==> config.mk <==
export PLATFORM = sky130hd
export DESIGN_NAME = sys_bridge
export DESIGN_NICKNAME = d
export VERILOG_FILES = /design/src/rtl/sys_bridge.sv
export SDC_FILE = /design/constraint.sdc
export NUM_CORES = 1
export LEC_CHECK = 0
export CORE_MARGIN = 1
export CORE_UTILIZATION = 40
export CTS_CLUSTER_SIZE = 28
export DETAILED_ROUTE_END_ITERATION = 10
export PLACE_DENSITY = 0.87
export SYNTH_ARGS = -nofsm -noshare
export SYNTH_HDL_FRONTEND = slang
export SYNTH_SLANG_ARGS = --single-unit
==> constraint.sdc <==
create_clock -name clk -period 2.24 [get_ports clk]
set_input_delay 0.224 -clock clk [delete_from_list [all_inputs] [get_ports clk]]
set_output_delay 0.224 -clock clk [all_outputs]
set_load 0.01 [all_outputs]
==> src/rtl/sys_bridge.sv <==
// sys_bridge: CPU-side initiator for the peripheral window (DEV0, DEV1, local IRQ register).
// Define BRIDGE_IRQ_SYNC_EN to pass the IRQ inputs through two-flop synchronizers.
module sys_bridge #(
    parameter logic [31:0] DEV0_BASE   = 32'h0000_7F00,
    parameter logic [31:0] DEV1_BASE   = 32'h0000_7F10,
    parameter logic [31:0] LOCAL_BASE  = 32'h0000_7F20,
    parameter int          WAIT_CYCLES = 1
) (
    input  logic        clk,
    input  logic        reset,
    input  logic        cpu_req,
    input  logic [31:0] cpu_addr,
    input  logic        cpu_we,
    input  logic [31:0] cpu_wdata,
    output logic        cpu_ready,
    output logic [31:0] cpu_rdata,
    output logic        cpu_err,
    output logic [31:0] dev_addr,
    output logic [31:0] dev_wdata,
    output logic        dev0_we,
    output logic        dev1_we,
    input  logic [31:0] dev0_rdata,
    input  logic [31:0] dev1_rdata,
    input  logic        dev0_irq,
    input  logic        dev1_irq,
    input  logic        ext_irq,
    output logic [5:0]  hwint
);
    typedef enum logic [1:0] {IDLE, ACCESS, RESP} state_t;
    state_t      state;
    logic [1:0]  tgt;
    logic        we_q, first, pending, ext_prev, clr, pending_nxt;
    logic [3:0]  cnt;
    logic        d0_s, d1_s, ext_s, hit0, hit1, hitl, bad;
    logic [31:0] rd_sel;

`ifdef BRIDGE_IRQ_SYNC_EN
    logic [1:0] d0_ff, d1_ff, ext_ff;
    always_ff @(posedge clk or negedge reset)
        if (!reset) begin
            d0_ff  <= '0;
            d1_ff  <= '0;
            ext_ff <= '0;
        end else begin
            d0_ff  <= {d0_ff[0], dev0_irq};
            d1_ff  <= {d1_ff[0], dev1_irq};
            ext_ff <= {ext_ff[0], ext_irq};
        end
    assign d0_s  = d0_ff[1];
    assign d1_s  = d1_ff[1];
    assign ext_s = ext_ff[1];
`else
    assign d0_s  = dev0_irq;
    assign d1_s  = dev1_irq;
    assign ext_s = ext_irq;
`endif

    assign hit0 = cpu_addr >= DEV0_BASE && cpu_addr < DEV0_BASE + 32'd12;
    assign hit1 = cpu_addr >= DEV1_BASE && cpu_addr < DEV1_BASE + 32'd12;
    assign hitl = cpu_addr == LOCAL_BASE;
    assign bad  = cpu_addr[1:0] != 2'b00 || !(hit0 || hit1 || hitl);

    assign rd_sel = tgt == 2'd0 ? dev0_rdata : tgt == 2'd1 ? dev1_rdata : {31'b0, pending};
    // write-1-to-clear lands on the first ACCESS cycle; a new edge in the same cycle wins
    assign clr         = state == ACCESS && first && tgt == 2'd2 && we_q && dev_wdata[0];
    assign pending_nxt = (pending & ~clr) | (ext_s & ~ext_prev);

    always_ff @(posedge clk or negedge reset)
        if (!reset) begin
            state     <= IDLE;
            tgt       <= '0;
            we_q      <= 1'b0;
            first     <= 1'b0;
            cnt       <= '0;
            pending   <= 1'b0;
            ext_prev  <= 1'b0;
            cpu_ready <= 1'b0;
            cpu_rdata <= '0;
            cpu_err   <= 1'b0;
            dev_addr  <= '0;
            dev_wdata <= '0;
            dev0_we   <= 1'b0;
            dev1_we   <= 1'b0;
            hwint     <= '0;
        end else begin
            dev0_we   <= 1'b0;
            dev1_we   <= 1'b0;
            cpu_ready <= 1'b0;
            first     <= 1'b0;
            pending   <= pending_nxt;
            ext_prev  <= ext_s;
            hwint     <= {3'b0, pending_nxt, d1_s, d0_s};
            case (state)
                IDLE: if (cpu_req) begin
                    dev_addr  <= cpu_addr;
                    dev_wdata <= cpu_wdata;
                    we_q      <= cpu_we;
                    tgt       <= hit0 ? 2'd0 : hit1 ? 2'd1 : 2'd2;
                    if (bad) begin
                        state     <= RESP;
                        cpu_ready <= 1'b1;
                        cpu_err   <= 1'b1;
                        cpu_rdata <= '0;
                    end else begin
                        state   <= ACCESS;
                        cnt     <= 4'(WAIT_CYCLES);
                        first   <= 1'b1;
                        dev0_we <= cpu_we && hit0;
                        dev1_we <= cpu_we && hit1;
                    end
                end
                ACCESS: if (cnt == 4'd0) begin
                    cpu_rdata <= we_q ? 32'd0 : rd_sel;
                    cpu_err   <= 1'b0;
                    cpu_ready <= 1'b1;
                    state     <= RESP;
                end else begin
                    cnt <= cnt - 4'd1;
                end
                RESP: begin
                    state   <= IDLE;
                    cpu_err <= 1'b0;
                end
                default: state <= IDLE;
            endcase
        end
endmodule

---- Word-level counts from Yosys, hierarchy flattened ----
Index checks and enable logic that the tools add are counted.
storage, ports and cells
  input port bits ......................... 135
  register bits after elaboration ......... 115
  logic and storage cells ................. 92
  output and inout port bits .............. 106
operators by class
  $add $sub $neg .......................... 1
  mux-type cells .......................... 34
  bitwise gates (word level) .............. 5
  reductions and logical operators ........ 23
  equality and inequality tests ........... 10
  $lt $le $gt $ge ......................... 4
operators by type and width
  operator                                                              count
  2-to-1 mux 32 bit                                                     6
  greater-or-equal comparator 32 x 15 -> 1 bit (second input constant)  2
  less-than comparator 32 x 15 -> 1 bit (second input constant)         2
  case mux 32 bit (2 select lines)                                      1
  == test 32 x 15 -> 1 bit (second input constant)                      1
  2-to-1 mux 1 bit                                                      15
  2-to-1 mux 4 bit                                                      3
  AND reduction 4 bit                                                   3
  2-to-1 mux 2 bit                                                      5
  logical AND 1 bit                                                     8
  != test 2 bit (second input constant)                                 4
  case mux 4 bit (2 select lines)                                       1
  == test 2 x 1 -> 1 bit (second input constant)                        2
  == test 2 bit (second input constant)                                 2
  zero test 2 bit                                                       2
  zero test 4 bit                                                       1
  case mux 2 bit (2 select lines)                                       1
  AND reduction 2 bit                                                   2
  nonzero test 2 bit                                                    2
  subtractor 4 x 1 -> 4 bit (second input constant)                     1
  logical OR 1 bit                                                      3
  case mux 1 bit (3 select lines)                                       1
  nonzero test 3 bit                                                    1
  AND 1 bit                                                             2
  other kinds (5)                                                       6

---- Logic depth before layout (Yosys ltp) ----
  depth after elaboration ................. 9
  gate-level depth with buffers ........... 9

---- Least setup slack after synthesis ----
No wires, ideal clock.
  path kind ............................... register -> register
  start point ............................. register cnt[0]
  end point ............................... register cpu_rdata[10]
  arrival time ............................ 1.916 ns
  data required time ...................... 2.162 ns
  period minus slack after synthesis ...... 1.994 ns
  buffers on the path ..................... 1
  setup slack ............................. 0.246 ns
  cell stages (with the launch flop) ...... 9
  setup time .............................. 0.078 ns
  cell sequence ........................... dfrtp_1 > inv_1 > ha_1 > or3b_4 > a2bb2oi_4 > nand3b_1 > a211o_2 > buf_6 > o2bb2ai_1
between the ends
  word-level cells in the longest chain between the ends .. 3
ends and longest elaborated chain
  what                                     RTL line  RTL
  from (decl)                              33        logic [3:0] cnt;
  from (signal assigned)                   106       cnt <= 4'(WAIT_CYCLES);
  from (signal assigned)                   118       cnt <= cnt - 4'd1;
  zero test 4 bit                          112       ACCESS: if (cnt == 4'd0) begin
  != test 2 x 1 -> 1 bit (no source line)  n/a
  AND reduction 4 bit (no source line)     n/a
  to (signal assigned)                     113       cpu_rdata <= we_q ? 32'd0 : rd_sel;
  to (decl)                                16        output logic [31:0] cpu_rdata,
Every way passes these cells.
A chain may end at the register's enable or synchronous reset.

---- Worst setup path after layout ----
  start point ............................. register cnt[0]
  end point ............................... register cpu_rdata[16]
Same word-level chain as after synthesis.

==> flow_summary.toml <==
[logic_synthesis]
synth_edf_count = 0
ys_seq_area_share_pct = 57.71
synth_top_area_cell = "dfrtp_1"
ys_types = 44
yosys_warnings = 0
syn_area_um2 = 4943
ys.flop_type = "dfrtp_1"
avgSynthCellArea_um2 = 13.81
yosysTopAreaCellShare_pct = 57.71
yosys_register_bits = 114
synthTopCellsByArea = "dfrtp_1 (58%), mux2_2 (15%), mux2i_1 (6.9%)"
postSynthCellCount = 358
ys_async_sr_fraction_pct = 100.0

[global_routing]
grt_pass1_vias = 4261
grt_max_degree = 59
antenna_found_initial = 1
met1_usage_pct = 24.05
use_met2_pct = 38.57
grt_remaining_overflow = 0
gr-usage-met3_pct = 9.641
grt_pass1_wl_um = 21670
grtUsageTotal_pct = 22.36
grt-busiest-layer = "met2"

[clocking]
cts_tree = "yes"
h-tree-depth = 4
clockBufferDepth = 2
cts_root_buf = "clkbuf_16"
cts_num_sinks = 114
clock_latency_ns = 0.40
path_clk_slew_ns = 0.06
cts_buffers = 17

[timing]
fmax_mhz = 463.3
hold_viol = 0
holdWs_ns = 0.2707
rsz0062_at_grt = "no"
report.final.slew_viol_count = 0
skew_ns = 0.006810
period_needed_ns = 2.158
finalCritPeriodShare_pct = 96.35
setup_violations = 0
worstMarginPinSlew_ns = 0.5814
slew_headroom_pct = 61.24

[final_layout]
multi_input_area_um2 = 1954
drive_gt1_share_pct = 21.47
finalNetCount = 751
fill_cells = 849
final_area_um2 = 8183
fin_util_pct = 68.13
syn2layout_area_growth_pct = 65.53
layout.cells.non_filler = 772
seq_area_um2 = 2854

[power_and_ir_drop]
vdd.ir_drop.worst_v = 0.0007887
power_per_cell_area_nw_per_um2 = 1085
clkPwrFrac_pct = 29.7
net-switching-power_uw = 2552
switching_share_pct = 28.75
comb_power_share_pct = 35.8
seqPwrFrac_pct = 34.5
intPower_uw = 6326
p_leak_uw = 0.003338

[die]
die_w_um = 113.2
die_area_um2 = 12810
die_h_um = 113.2
core_area_um2 = 12010
num_rows = 40
ios = 241
start_util_pct = 41.16

[critical_path]
critPathRequiredTime_ns = 2.55
startpoint_type = "register"
crit_fanout = 31
crit_type = "reg -> reg"
cp_data_arrival_time_ns = 2.47
end_kind = "register"
reg2regPathDepth = 8

[worst_hold_path]
whs_path_depth = 1
hp-class = "in -> reg"

[route]
via_count = 4004
vias_per_cell = 5.187
ant_nets = 0
wl_um = 13940
drc = 0
drtIter0Drc = 268
routedWlPerCell_um = 18.06
drtPass1Iterations = 6

[placement]
dpl.hpwl_um = 10500
dpl_cell_area_um2 = 7532
dp_cells = 736
port_buffers = 237
place_congestion = 0.8941

[status]
status = "complete, no violations"

[job]
drv_cap = 0
## worst paths after layout
kind / slack, ns / end / start
worst max-delay path: 0.08 / cpu_rdata[16] / cnt[0]
worst min-delay path: 0.27 / hwint[0] / dev0_irq
worst max register to register: 0.08 / cpu_rdata[16] / cnt[0]
worst min register to register: 0.47 / hwint[2] / ext_prev
max in group asynchronous: 1.15 / dev_addr[1] / reset
min in group asynchronous: 0.37 / dev_addr[16] / reset
## metal layers
layer	wire length [um]	vias up
met5	0	-
met4	320	0
met3	1592	26
met2	6981	233
met1	5047	1918
li1	-	1827
## per-stage QoR
step	worst slack (ns)	total power [uW]	TNS [ns]
2_1_floorplan	0.2460	4373	0
3_3_place_gp	0.03993	6126	0
3_5_place_dp	-0.06587	6250	-1.264
4_1_cts	0.02035	8960	0
5_1_grt	0.009766	9316	0
6_report	0.08180	8878	0
## cell families (layout without fill, tap and decap cells)
kind of cell	count (synthesis)	after routing	synth area share (%)
and+or+nand+nor	44	44	5.492
buffers and inverters	34	298	3.645
adders and majority gates	5	5	1.266
muxes	98	98	21.46
other	1	4	0.07586
DFF	114	114	57.71
AOI/OAI and AO/OA	62	62	10.35
## area by class of cell
type	count	share of cell area [%]
Clock buffer	19	5.535
Clock inverter	13	1.667
Inverter	11	0.5046
Multi-Input combinational cell	212	23.88
Timing Repair Buffer	255	31.25
Sequential cell	114	34.88
Tap cell	147	2.248
Antenna cell	1	0.03058
## power groups by stage
stage | Sequential (uW) | Combinational, uW | Clock, uW
floorplan | 3320 | 1050 | 0
global placement | 3030 | 3090 | 0
detailed placement | 3080 | 3170 | 0
CTS | 3070 | 3200 | 2690
global route | 3130 | 3380 | 2800
finish | 3060 | 3180 | 2630
## Yosys cell counts, types with 2 or more instances
| library cell | n |
|---|---|
| nand4_1 | 2 |
| inv_1 | 11 |
| nor3b_1 | 2 |
| nor2_1 | 7 |
| mux2i_1 | 34 |
| o2bb2ai_1 | 29 |
| nand3_1 | 3 |
| buf_6 | 3 |
| dfrtp_1 | 114 |
| buf_4 | 8 |
| clkbuf_1 | 10 |
| a21oi_1 | 4 |
| nor3_1 | 3 |
| and4b_1 | 3 |
| ha_1 | 5 |
| buf_1 | 2 |
| o2bb2ai_2 | 2 |
| nor4_1 | 4 |
| nand2_1 | 12 |
| mux2_2 | 64 |
| o31ai_1 | 2 |
| o21ai_0 | 12 |
## state kept, by name, summed over array words and instances (netlist names)
signal     flops
first          1
dev1_we        1
we_q           1
cnt            4
ext_prev       1
dev0_we        1
hwint          3
dev_addr      32
state          2
cpu_ready      1
tgt            2
cpu_err        1
cpu_rdata     32
dev_wdata     32
## layout by cell type, fill, tap and decap left out, types with 4 or more instances in the layout
| cell type | synthesis | layout |
|---|---|---|
| clkinv_2 | 0 | 4 |
| nor4_1 | 4 | 4 |
| o21ai_0 | 12 | 12 |
| clkinvlp_4 | 0 | 4 |
| clkbuf_16 | 0 | 17 |
| clkdlybuf4s50_1 | 0 | 236 |
| mux2_2 | 64 | 64 |
| buf_4 | 8 | 14 |
| a21oi_1 | 4 | 4 |
| ha_1 | 5 | 4 |
| o2bb2ai_2 | 2 | 7 |
| nand2_1 | 12 | 11 |
| nor2_1 | 7 | 7 |
| mux2i_1 | 34 | 34 |
| o2bb2ai_1 | 29 | 24 |
| dfrtp_1 | 114 | 113 |
| buf_12 | 0 | 4 |
| inv_1 | 11 | 9 |
## critical path, stage by stage, from the launching register on
cell       delay (ns)
dfrtp_1          0.40
inv_2            0.08
ha_2             0.19
or3b_4           0.41
a2bb2oi_4        0.19
nand3b_1         0.09
a211o_2          0.35
buf_12           0.17
o2bb2ai_1        0.17
## what timing repair did
action / 4_1_cts / 5_1_grt
setup endpoints to repair: 0 / 31
setup buffers: 0 / 2
resized for setup: 0 / 8
hold buffers: 1 / 0
endpoints found under the hold margin: 44 / 0
Power figures use the tool's default switching activity.
